### src/rtl/wdt_multi.sv
// wdt_multi: multi-channel watchdog; each channel times its KICK against a shared 1 kHz tick and drives a reset pulse.
// Define WDT_WINDOW_EN to treat kicks arriving before WINDOW_MIN ticks as faults (sets EARLY).
module wdt_multi #(
    parameter int CHANNELS   = 4,
    parameter int CNT_W      = 16,
    parameter int DELAY_TIME = 1000,
    parameter int RESET_TIME = 50,
    parameter int WINDOW_MIN = 0
) (
    input  logic                CLK,
    input  logic                RST_N,
    input  logic                CLK_1kHz,
    input  logic [CHANNELS-1:0] KICK,
    input  logic [CHANNELS-1:0] ENABLE,
    input  logic                CLR_STICKY,
    output logic [CHANNELS-1:0] RESET,
    output logic                RESET_ANY,
    output logic [CHANNELS-1:0] STICKY,
    output logic [CHANNELS-1:0] EARLY
);

    localparam logic [1:0] ST_DISABLED = 2'd0;
    localparam logic [1:0] ST_RUN      = 2'd1;
    localparam logic [1:0] ST_FIRE     = 2'd2;

    localparam logic [CNT_W-1:0] DELAY_LAST = CNT_W'(DELAY_TIME - 1);
    localparam logic [CNT_W-1:0] RESET_LAST = CNT_W'(RESET_TIME - 1);
    localparam logic [CNT_W-1:0] WIN_LIMIT  = CNT_W'(WINDOW_MIN);

`ifdef WDT_WINDOW_EN
    localparam logic WINDOW_ON = 1'b1;
`else
    localparam logic WINDOW_ON = 1'b0;
`endif

    logic                tick_s1, tick_s2;
    logic [CHANNELS-1:0] kick_s1, kick_s2;
    logic                tick;
    logic [CHANNELS-1:0] kick;

    logic [1:0]          state [CHANNELS];
    logic [CNT_W-1:0]    cnt   [CHANNELS];
    logic [CHANNELS-1:0] reset_q;
    logic [CHANNELS-1:0] sticky_q;
    logic [CHANNELS-1:0] early_q;
    logic                reset_any_q;

    // Two-flop capture of the asynchronous tick and kick inputs; rising edge yields a one-cycle pulse.
    always_ff @(posedge CLK or negedge RST_N) begin
        if (!RST_N) begin
            tick_s1 <= 1'b0;
            tick_s2 <= 1'b0;
            kick_s1 <= '0;
            kick_s2 <= '0;
        end else begin
            tick_s1 <= CLK_1kHz;
            tick_s2 <= tick_s1;
            kick_s1 <= KICK;
            kick_s2 <= kick_s1;
        end
    end

    assign tick = tick_s1 & ~tick_s2;
    assign kick = kick_s1 & ~kick_s2;

    // Sticky clears are written first so a same-edge set on any channel overrides them.
    always_ff @(posedge CLK or negedge RST_N) begin
        if (!RST_N) begin
            for (int i = 0; i < CHANNELS; i++) begin
                state[i] <= ST_DISABLED;
                cnt[i]   <= '0;
            end
            reset_q  <= '0;
            sticky_q <= '0;
            early_q  <= '0;
        end else begin
            if (CLR_STICKY) begin
                sticky_q <= '0;
                early_q  <= '0;
            end
            for (int i = 0; i < CHANNELS; i++) begin
                if (!ENABLE[i]) begin
                    state[i]   <= ST_DISABLED;
                    cnt[i]     <= '0;
                    reset_q[i] <= 1'b0;
                end else begin
                    case (state[i])
                        ST_RUN: begin
                            if (kick[i] && WINDOW_ON && (cnt[i] < WIN_LIMIT)) begin
                                state[i]    <= ST_FIRE;
                                cnt[i]      <= '0;
                                reset_q[i]  <= 1'b1;
                                sticky_q[i] <= 1'b1;
                                early_q[i]  <= 1'b1;
                            end else if (kick[i]) begin
                                cnt[i] <= '0;
                            end else if (tick) begin
                                if (cnt[i] == DELAY_LAST) begin
                                    state[i]    <= ST_FIRE;
                                    cnt[i]      <= '0;
                                    reset_q[i]  <= 1'b1;
                                    sticky_q[i] <= 1'b1;
                                end else begin
                                    cnt[i] <= cnt[i] + CNT_W'(1);
                                end
                            end
                        end
                        ST_FIRE: begin
                            if (tick) begin
                                if (cnt[i] == RESET_LAST) begin
                                    state[i]   <= ST_RUN;
                                    cnt[i]     <= '0;
                                    reset_q[i] <= 1'b0;
                                end else begin
                                    cnt[i] <= cnt[i] + CNT_W'(1);
                                end
                            end
                        end
                        default: begin
                            state[i] <= ST_RUN;
                            cnt[i]   <= '0;
                        end
                    endcase
                end
            end
        end
    end

    always_ff @(posedge CLK or negedge RST_N) begin
        if (!RST_N) begin
            reset_any_q <= 1'b0;
        end else begin
            reset_any_q <= |reset_q;
        end
    end

    assign RESET     = reset_q;
    assign RESET_ANY = reset_any_q;
    assign STICKY    = sticky_q;
    assign EARLY     = early_q;

endmodule

### config.mk
export PLATFORM = sky130hd
export DESIGN_NAME = wdt_multi
export DESIGN_NICKNAME = d
export VERILOG_FILES = /design/src/rtl/wdt_multi.sv
export SDC_FILE = /design/constraint.sdc
export NUM_CORES = 1
export LEC_CHECK = 0
export BUFFER_PORTS_ARGS = -buffer_cell sky130_fd_sc_hd__buf_2
export CELL_PAD_IN_SITES_DETAIL_PLACEMENT = 1
export CELL_PAD_IN_SITES_GLOBAL_PLACEMENT = 2
export CORE_MARGIN = 2
export CORE_UTILIZATION = 40
export DETAILED_ROUTE_END_ITERATION = 10
export PLACE_DENSITY_LB_ADDON = 0.12
export SLEW_MARGIN = 20
export SYNTH_ARGS = -nofsm -noshare
export SYNTH_HDL_FRONTEND = slang
export SYNTH_SLANG_ARGS = --single-unit
### constraint.sdc
create_clock -name CLK -period 2.7 [get_ports CLK]
set_input_delay 0.54 -clock CLK [delete_from_list [all_inputs] [get_ports CLK]]
set_output_delay 0.54 -clock CLK [all_outputs]
set_load 0.01 [all_outputs]
==> reports/results.ini <==
[outcome]
status = complete, no violations

[timing]
whs_ns = 0.0955
period_share = 0.967
tns_ns = 0
rsz0062_at_grt = no
slew_headroom = 0.402
fin_worst_skew_ns = 0.00492
fmax_ghz = 0.383
slew_viol_final = 0
post-route-min-period_ns = 2.61
hold_viol = 0
setup_viol = 0
worst_pin_slew_ns = 0.893

[worst_setup_path]
crit_fanout = 5
r2r_end = RESET[2]
worstSetupEndpointType = register
critPathCapture = RESET[2]
crit_start = cnt[26]
setup.worst_path.class = register to register
path_common_cell = or4_1
cp.required_ns = 2.97
cpPeakStageDelay_ns = 0.64
worstPathCellList = or4_1, or4_1, nor4_1, o21ai_1, a21oi_1
rrSetupSlack_ns = 0.09
critPathLaunchType = register
slowest_stage = or4_1
critPathArrivalTime_ns = 2.88
r2r_start = cnt[26]
worstRegToRegCells = 5

[clock_tree]
post_cts_buffers = 0
clkTransAtPathRegs_ns = 0.07
cts_tree = built
cts_htree_levels = 3
cts_buffers = 9
clk_latency_ns = 0.35
clockBufferDepth = 2
clkSinkCount = 91
cts_root_buffer = clkbuf_16

[finish]
diodes = 0
drive_above_1_share = 0.133
stdcell_count = 757
syn2layout_area_growth_pct = 14.0
fin_util = 0.465
nets = 608

[yosys]
synth_top_area_frac = 0.442
post_synth.cell_area_avg_um2 = 9.59
synth_seq_area_share = 0.442
synthCells = 537
synth_flop_cell = dfrtp_1
netlist_area_um2 = 5150
netlist_top_cells_area = dfrtp_1 44%, a22o_1 4.1%, nor2_1 3.9%
ys_warn_count = 0
synth.distinct_cells = 63
synth-edff-count = 0
yosys.area.top_type = dfrtp_1
synth_seq_cells = 91
async_flop_share = 1.00
synthTopCellsByCount = 91 x dfrtp_1, 54 x nor2_1, 34 x nand2_1, 29 x nand3_1
yosysMostFrequentCell = dfrtp_1

[placed_design]
place_congestion = 0.779
port_buffers = 20
dp.cells = 741
dp.final_hpwl_mm = 9.35

[drt]
postRouteAntennaNets = 0
drc_errors = 0
viasPerCell = 5.62
vias = 4251
drt-initial-drc-count = 175
wl_per_cell_um = 17.2
drt-pass1-iter-count = 4
wirelength_mm = 13.0

[floorplanning]
io-pin-count = 25
die_area_um2 = 13800
dieWidth_um = 117
row_count = 41
die_y_um = 117
start_util = 0.408
coreArea_um2 = 12600

[pwr]
p_leak_nw = 2.71
power_density_nw_per_um2 = 484
irDropWorstVdd_uv = 415

[global_route]
antenna_found_initial = 0
grt_pass1_wl_mm = 22.5
grt_max_degree = 69
grt-ovfl-total = 0
grtUsageTotal = 0.199
grt_pass1_vias = 4398

[flow_run]
cap_viol_max_count = 0

[hold_path]
worstHoldPathType = input port to asynchronous set/reset pin

[cell families after synthesis]
family                     Yosys count  synth area share
other                                1          0.000728
and+or+nand+nor                    224             0.238
AOI/OAI and AO/OA                  137             0.201
xor gates and xnor gates            18            0.0306
buffers and inverters               45            0.0384
DFF                                 91             0.442
muxes                                5            0.0107
adders and majority gates           16            0.0389
[cell type report]
class | count | area (um2)
Fill cell | 1478 | 6750
Sequential cell | 91 | 2280
Tap cell | 172 | 215
Clock buffer | 10 | 229
Clock inverter | 6 | 40.0
Timing Repair Buffer | 46 | 310
Multi-Input combinational cell | 404 | 2700
Inverter | 28 | 105
[registers in the layout (all words and copies together) (netlist names)]
| name | flops |
|---|---|
| kick_s2 | 4 |
| tick_s1 | 1 |
| cnt | 64 |
| RESET_ANY | 1 |
| STICKY | 4 |
| RESET | 4 |
| state | 8 |
| tick_s2 | 1 |
| kick_s1 | 4 |
[cells in the final DEF, fill, tap and decap left out, types with 5 or more instances in the layout]
| cell type | count |
|---|---|
| a21o_1 | 17 |
| a21oi_1 | 11 |
| a22o_1 | 24 |
| a31oi_1 | 6 |
| and3_1 | 14 |
| buf_2 | 19 |
| buf_4 | 26 |
| clkbuf_16 | 9 |
| dfrtp_1 | 91 |
| ha_1 | 16 |
| inv_1 | 28 |
| nand2_1 | 34 |
| nand2b_1 | 5 |
| nand3_1 | 29 |
| nand4_1 | 13 |
| nor2_1 | 54 |
| nor2b_1 | 11 |
| nor3_1 | 8 |
| nor4_1 | 9 |
| o2111ai_1 | 8 |
| o21ai_0 | 28 |
| or3_1 | 10 |
| or4_1 | 9 |
| xor2_1 | 18 |
[timing repair]
item / in CTS / in global routing
setup endpoints to repair: 0 / 3
hold endpoints to repair: 0 / 0
resized for setup: 0 / 2
hold buffers: 0 / 0
[worst min-delay path by stage]
stage | startpoint | to | slack, ns | depth (start not counted)
after floorplan | RST_N | RESET[0] | 0.24 | 0
after global placement | kick_s1[1] | kick_s2[1] | 0.37 | 0
after detailed placement | kick_s1[1] | kick_s2[1] | 0.36 | 0
after CTS | RST_N | cnt[34] | 0.1 | 1
after global routing | RST_N | cnt[34] | 0.11 | 1
final | RST_N | cnt[34] | 0.1 | 1
[metal layers]
layer / GRT usage / vias up / wire (um)
met5: 0 / - / 0
met4: 0.0474 / 0 / 123
met3: 0.0441 / 9 / 320
met2: 0.321 / 44 / 6070
met1: 0.275 / 2117 / 6480
li1: - / 2081 / -
[critical path: cells and delay by family (launching register included)]
| kind | cells | cell delay, ns |
|---|---|---|
| AND/OR/NAND/NOR | 3 | 1.78 |
| AO/OA/AOI/OAI | 2 | 0.31 |
| flip-flops | 1 | 0.44 |
[stage by stage]
step / power, mW / setup slack (ns) / cell area, um2
global placement: 1.70 / 0.128 / 5600
CTS: 2.90 / 0.0626 / 5870
finish: 2.84 / 0.0885 / 5870
detailed placement: 1.70 / 0.0548 / 5600
floorplan: 1.58 / 0.302 / 5160
global route: 2.99 / 0.0267 / 5870
[power breakdown]
group / internal [mW] / switching [mW] / leakage (nW) / total [mW]
clock network: 0.624 / 0.545 / 0.133 / 1.17
registers: 1.38 / 0.0161 / 1.24 / 1.40
logic: 0.0978 / 0.178 / 1.34 / 0.275
total: 2.11 / 0.738 / 2.71 / 2.84
(Power assumes the default switching activity.)
